$ cat config.mk
export PLATFORM = sky130hd
export DESIGN_NAME = traffic_sensor_conditioner
export DESIGN_NICKNAME = d
export VERILOG_FILES = /design/src/rtl/traffic_sensor_conditioner.sv
export SDC_FILE = /design/constraint.sdc
export NUM_CORES = 1
export LEC_CHECK = 0
export CAP_MARGIN = 20
export CORE_MARGIN = 8
export CORE_UTILIZATION = 60
export CTS_CLUSTER_SIZE = 28
export DETAILED_ROUTE_END_ITERATION = 10
export GPL_TIMING_DRIVEN = 0
export PLACE_DENSITY = 0.82
export RECOVER_POWER = 50
export SKIP_LAST_GASP = 1
export SLEW_MARGIN = 20
export SYNTH_ARGS = -nofsm -noshare
export SYNTH_HDL_FRONTEND = slang
export SYNTH_SLANG_ARGS = --single-unit
$ cat constraint.sdc
create_clock -name Clock -period 3.95 [get_ports Clock]
set_clock_uncertainty 0.2 [all_clocks]
set_input_delay 0.79 -clock Clock [delete_from_list [all_inputs] [get_ports Clock]]
set_output_delay 0.79 -clock Clock [all_outputs]
set_load 0.01 [all_outputs]
$ cat src/rtl/traffic_sensor_conditioner.sv
// traffic_sensor_conditioner
// Front end for the traffic light FSM. Each of the three vehicle-loop inputs
// is synchronized (2 flops), debounced and watched for a stuck-high detector.
// A stuck channel forces its sensor output to "vehicle present".
// Build option: define SENSOR_LATCH_EN to hold a request until the channel's
// light (L1..L3) turns green. Without it, L1..L3 are ignored.

module traffic_sensor_conditioner #(
    parameter int DEBOUNCE_CYCLES = 4,
    parameter int STUCK_CYCLES    = 255
) (
    input  logic       Clock,
    input  logic       Reset,
    input  logic       RawS1,
    input  logic       RawS2,
    input  logic       RawS3,
    input  logic [1:0] L1,
    input  logic [1:0] L2,
    input  logic [1:0] L3,
    output logic       S1,
    output logic       S2,
    output logic       S3,
    output logic [2:0] Fault
);

    localparam logic [7:0]  DCNT_LAST = 8'(DEBOUNCE_CYCLES - 1);
    localparam logic [15:0] SCNT_MAX  = 16'(STUCK_CYCLES);

    logic [2:0]  w_raw;
    logic [2:0]  r_sync1;
    logic [2:0]  r_sync2;
    logic [2:0]  r_stable;
    logic [2:0]  w_stable_nxt;
    logic [2:0]  r_fault;
    logic [2:0]  w_demand;
    logic [2:0]  r_sout;
    logic [7:0]  r_dcnt [3];
    logic [15:0] r_scnt [3];

    assign w_raw = {RawS3, RawS2, RawS1};

    // Two-flop synchronizer; only r_sync2 is used downstream
    always_ff @(posedge Clock or posedge Reset) begin
        if (Reset) begin
            r_sync1 <= '0;
            r_sync2 <= '0;
        end else begin
            r_sync1 <= w_raw;
            r_sync2 <= r_sync1;
        end
    end

    // Next debounced level: flips once sync2 has disagreed for DEBOUNCE_CYCLES edges
    always_comb begin
        w_stable_nxt = r_stable;
        for (int i = 0; i < 3; i++) begin
            if ((r_sync2[i] != r_stable[i]) && (r_dcnt[i] == DCNT_LAST)) begin
                w_stable_nxt[i] = r_sync2[i];
            end
        end
    end

    // Debounce state: any agreement restarts the disagreement run
    always_ff @(posedge Clock or posedge Reset) begin
        if (Reset) begin
            r_stable <= '0;
            for (int i = 0; i < 3; i++) begin
                r_dcnt[i] <= '0;
            end
        end else begin
            r_stable <= w_stable_nxt;
            for (int i = 0; i < 3; i++) begin
                if (r_sync2[i] == r_stable[i]) begin
                    r_dcnt[i] <= '0;
                end else if (r_dcnt[i] == DCNT_LAST) begin
                    r_dcnt[i] <= '0;
                end else begin
                    r_dcnt[i] <= r_dcnt[i] + 8'd1;
                end
            end
        end
    end

    // Stuck counter: counts debounced-high cycles, saturates, and is zeroed on
    // the same edge the debounced level drops so the fault releases one edge later
    always_ff @(posedge Clock or posedge Reset) begin
        if (Reset) begin
            for (int i = 0; i < 3; i++) begin
                r_scnt[i] <= '0;
            end
        end else begin
            for (int i = 0; i < 3; i++) begin
                if (!w_stable_nxt[i]) begin
                    r_scnt[i] <= '0;
                end else if (r_stable[i] && (r_scnt[i] != SCNT_MAX)) begin
                    r_scnt[i] <= r_scnt[i] + 16'd1;
                end
            end
        end
    end

    // Fault flag: registered compare against the saturation value
    always_ff @(posedge Clock or posedge Reset) begin
        if (Reset) begin
            r_fault <= '0;
        end else begin
            for (int i = 0; i < 3; i++) begin
                r_fault[i] <= (r_scnt[i] == SCNT_MAX);
            end
        end
    end

`ifdef SENSOR_LATCH_EN
    logic [1:0] w_light [3];
    logic [2:0] r_req;

    assign w_light[0] = L1;
    assign w_light[1] = L2;
    assign w_light[2] = L3;

    // Request flag: set while a vehicle is present, cleared when its light is green
    always_ff @(posedge Clock or posedge Reset) begin
        if (Reset) begin
            r_req <= '0;
        end else begin
            for (int i = 0; i < 3; i++) begin
                if (r_stable[i]) begin
                    r_req[i] <= 1'b1;
                end else if (w_light[i] == 2'b01) begin
                    r_req[i] <= 1'b0;
                end
            end
        end
    end

    // stable is ORed in so the request stage adds no assert latency
    assign w_demand = r_stable | r_req;
`else
    logic w_unused_lights;

    assign w_unused_lights = ^{L1, L2, L3};
    assign w_demand        = r_stable;
`endif

    // Output register: demand or failsafe override
    always_ff @(posedge Clock or posedge Reset) begin
        if (Reset) begin
            r_sout <= '0;
        end else begin
            r_sout <= w_demand | r_fault;
        end
    end

    assign S1    = r_sout[0];
    assign S2    = r_sout[1];
    assign S3    = r_sout[2];
    assign Fault = r_fault;

endmodule

==> impl_metrics.csv <==
group,metric,value,unit
status,status,"complete, but fails checks",
status,violations,"capacitance limit, slew limit",
critical_path,largest_fanout_of_any_net_on_the_critical_path,10,
synth,synth-edff-count,0,
critical_path,setup.worst_path.end_class,"register",
sta,timing_worst_slew_pin_value,1.76,ns
drt,antenna_violating_nets_remaining,0,
synth,ys_seq_area_frac,0.514,
critical_path,r2r_start,"r_dcnt[0]",
pwr,power.density,464,mW/mm²
clock_network,cts_tree,"done",
drt,route.final.wire_length,8.28,mm
global_route,grt_usage,0.179,
pwr,vdd_ir_drop_max,0.308,mV
clock_network,path_clk_slew,0.09,ns
critical_path,cp_data_required_time,3.98,ns
drt,post-route-drc-count,0,
global_route,grt_util_met3,0.0478,
sta,final.min_clock_period,2.43,ns
placed_design,final_estimated_routing_congestion_in_global_placement,0.828,
drt,avgRoutedWirePerCell,15.5,µm
clock_network,htree_levels,3,
pwr,fin_total_pwr,2.17,mW
sta,setup-violations-final,0,
synth,synth_simple_gate_area_frac,0.245,
cells_and_area,syn_to_final_growth,10.4,%
cells_and_area,final_common_cell,"sky130_fd_sc_hd__dfrtp_1",
clock_network,numCtsBuffers,9,
sta,layout_worst_path_cycle_share,0.616,
cells_and_area,most-common-layout-cells,"sky130_fd_sc_hd__dfrtp_1, sky130_fd_sc_hd__nor2_1, sky130_fd_sc_hd__nand3_1",
placed_design,placedCellCount,518,
synth,ys_async_sr_fraction,1.00,
pwr,leakage,1.91,nW
clock_network,clock_sinks,87,
die,io-pin-count,17,
global_route,global_route_wire_length_before_repair,14.6,mm
clock_network,count_of_hold_fix_buffers_inserted_at_cts,0,
drt,routed-via-count,3212,
placed_design,io_buffer_count,10,
global_route,grt-busiest-layer,"met2",
synth,synth_compound_area_frac,0.119,
synth,yosys-mux-area-fraction,0.00945,
sta,final_critical_path_setup_slack,1.52,ns
sta,setup_repair_after_global_routing_missed_its_margin,"no",
cells_and_area,finalNetCount,451,
global_route,grt_start_max_net_pins,50,
synth,synth_flop_cell,"sky130_fd_sc_hd__dfrtp_1",
sta,timing.final.max_slew_violations,39,
synth,synth-adder-area-share,0.0207,
job,cap_violations,1,
clock_network,cts_post_setup_buffers_inserted,0,
die,placement_rows,30,
cells_and_area,n_fill_cell,551,
global_route,grt-ovfl-total,0,
clock_network,post_cts_resize_count,0,
global_route,via_count_of_the_first_global_routing_pass,3214,
die,die_width,100,µm
hold_path,class_of_the_most_critical_hold_timing_path,"reg -> reg",
synth,avgSynthCellArea,10.3,µm²
drt,detailedRoute.firstIterationViolations,124,
die,core,0.00683,mm²
synth,synthXorXnorAreaFrac,0.0620,
global_route,antenna_found_initial,0,
critical_path,critical_path.endpoint,"r_scnt[2]",
critical_path,worstSetupPathType,"reg -> reg",
die,fp.dieArea,0.0100,mm²
critical_path,reg2reg_setup_slack,1.52,ns
clock_network,ctsLongestPathBuffers,2,
global_route,met1_track_demand_over_resource_in_global_routing,0.215,
critical_path,r2r_cells,6,
sta,timing.max_slew.rel_slack,-0.179,
cells_and_area,antennaDiodeCount,0,
synth,synth_cells,411,
sta,finalSetupTns,0,ns
die,initial_utilization,0.620,
synth,yosysWarningCount,0,
critical_path,critical_path_s_largest_stage_delay,0.43,ns
die,chipHeight,100,µm
critical_path,crit-reg2reg-capture,"r_scnt[2]",
critical_path,cp_data_arrival_time,2.46,ns
synth,ys_types,47,
drt,vias_per_cell,6.01,
synth,synth_top_family_by_area,"simple AND/OR/NAND/NOR gates",
critical_path,start_kind,"register",
clock_network,clock_tree.root_cell,"sky130_fd_sc_hd__clkbuf_8",
critical_path,crit_chain,"ha_1 > nor4b_1 > a21boi_0 > nor2_1 > buf_2 > a21oi_1",
placed_design,hpwlAfterDp,5.63,mm
global_route,met2_usage,0.301,
sta,final_hold_vio_count,0,
drt,detailedRoute.firstPassIterationCount,4,
cells_and_area,drive_gt1_frac,0.0959,
placed_design,dpl_worst_slack,1.49,ns
critical_path,critical_path.slowest_cell,"sky130_fd_sc_hd__dfrtp_1",
sta,max_freq,411,MHz
critical_path,critical_path.startpoint,"r_dcnt[0]",
synth,syn_nets,429,
clock_network,worst_skew_pair.late_latency,0.36,ns
cells_and_area,finish.cell_count_without_fillers,534,
synth,mappedNetlistArea,0.00424,mm²
synth,register_bit_total_from_synthesis,87,
[registers in the layout (all words and copies together), names as in the netlist]
name      cells
r_dcnt       24
r_sout        3
r_stable      3
r_scnt       48
r_sync2       3
r_sync1       3
Fault         3
[report_power, final]
group / internal [mW] / leakage, nW / total [mW] / switching (mW)
clock: 0.310 / 0.0936 / 0.614 / 0.305
sequential: 0.973 / 1.18 / 1.06 / 0.0840
combinational: 0.189 / 0.633 / 0.498 / 0.309
[per-layer routing]
metal | vias to the layer above | wire length [µm]
met2 | 59 | 4210
met1 | 1580 | 3630
met3 | 10 | 336
met4 | 0 | 110
li1 | 1563 | -
met5 | - | 0
[how the worst min path moves through the flow]
| stage | startpoint | endpoint | slack, ns | cells past startpoint |
|---|---|---|---|---|
| 2_1_floorplan | r_sync1[0] | r_sync2[0] | 0.13 | 0 |
| 3_3_place_gp | r_sync1[0] | r_sync2[0] | 0.13 | 0 |
| 3_5_place_dp | r_sync1[0] | r_sync2[0] | 0.14 | 0 |
| 4_1_cts | r_sync1[0] | r_sync2[0] | 0.16 | 0 |
| 5_1_grt | r_sync1[2] | r_sync2[2] | 0.18 | 0 |
| 6_report | r_sync1[2] | r_sync2[2] | 0.16 | 0 |
[cell usage after synthesis, types with 2 or more instances]
master,number,share of area
sky130_fd_sc_hd__a21oi_1,26,0.031
sky130_fd_sc_hd__a21oi_2,6,0.012
sky130_fd_sc_hd__and2_1,4,0.0059
sky130_fd_sc_hd__and3_1,10,0.015
sky130_fd_sc_hd__and4_1,9,0.019
sky130_fd_sc_hd__buf_2,4,0.0047
sky130_fd_sc_hd__clkbuf_1,6,0.0053
sky130_fd_sc_hd__dfrtp_1,87,0.51
sky130_fd_sc_hd__ha_1,7,0.021
sky130_fd_sc_hd__inv_1,11,0.0097
sky130_fd_sc_hd__mux2i_1,4,0.0095
sky130_fd_sc_hd__nand2_1,18,0.016
sky130_fd_sc_hd__nand3_1,28,0.033
sky130_fd_sc_hd__nand4_1,12,0.018
sky130_fd_sc_hd__nor2_1,37,0.033
sky130_fd_sc_hd__nor2_2,2,0.0030
sky130_fd_sc_hd__nor3_1,5,0.0059
sky130_fd_sc_hd__nor4_1,10,0.015
sky130_fd_sc_hd__o21ai_0,8,0.0095
sky130_fd_sc_hd__o21ai_1,9,0.011
sky130_fd_sc_hd__o31ai_1,18,0.032
sky130_fd_sc_hd__or2_2,3,0.0044
sky130_fd_sc_hd__or3_1,14,0.021
sky130_fd_sc_hd__or4_1,20,0.035
sky130_fd_sc_hd__or4_4,3,0.0080
sky130_fd_sc_hd__xnor2_1,10,0.021
sky130_fd_sc_hd__xor2_1,20,0.041
[critical path: cells and delay by family, from the launching register on]
| kind | cells | cell delay [ns] |
|---|---|---|
| and+or+nand+nor | 2 | 0.82 |
| DFF | 1 | 0.43 |
| buffers and inverters | 1 | 0.35 |
| AOI/OAI and AO/OA | 2 | 0.30 |
| adders and majority gates | 1 | 0.20 |
[per-stage QoR]
stage | instance area [µm²] | util | hold slack, ns
after floorplan | 4240 | - | 0.131
after global placement | 4460 | 0.652 | 0.134
after detailed placement | 4490 | 0.657 | 0.141
after CTS | 4680 | 0.685 | 0.160
after global routing | 4670 | 0.684 | 0.178
final | 4670 | 0.684 | 0.163
[layout make-up]
type,instances,area (µm²),share of cell area
buffer,14,85.1,0.0182
clock buffer,13,149,0.0319
inverter,11,42.5,0.00910
timing repair buffer,11,128,0.0273
clock inverter,3,42.5,0.00910
tap,96,120,0.0257
sequential,87,2180,0.466
multi-input combinational,299,1930,0.413
[cell families (layout without fill, tap and decap cells)]
kind of cell,Yosys count,in the layout
AND/OR/NAND/NOR,182,182
flip-flops,87,87
buffers and inverters,25,52
AO/OA/AOI/OAI,76,76
multiplexers,4,4
XOR/XNOR,30,30
adder cells (fa/ha/maj),7,7
Note: power is estimated with default switching activity, not from simulation.
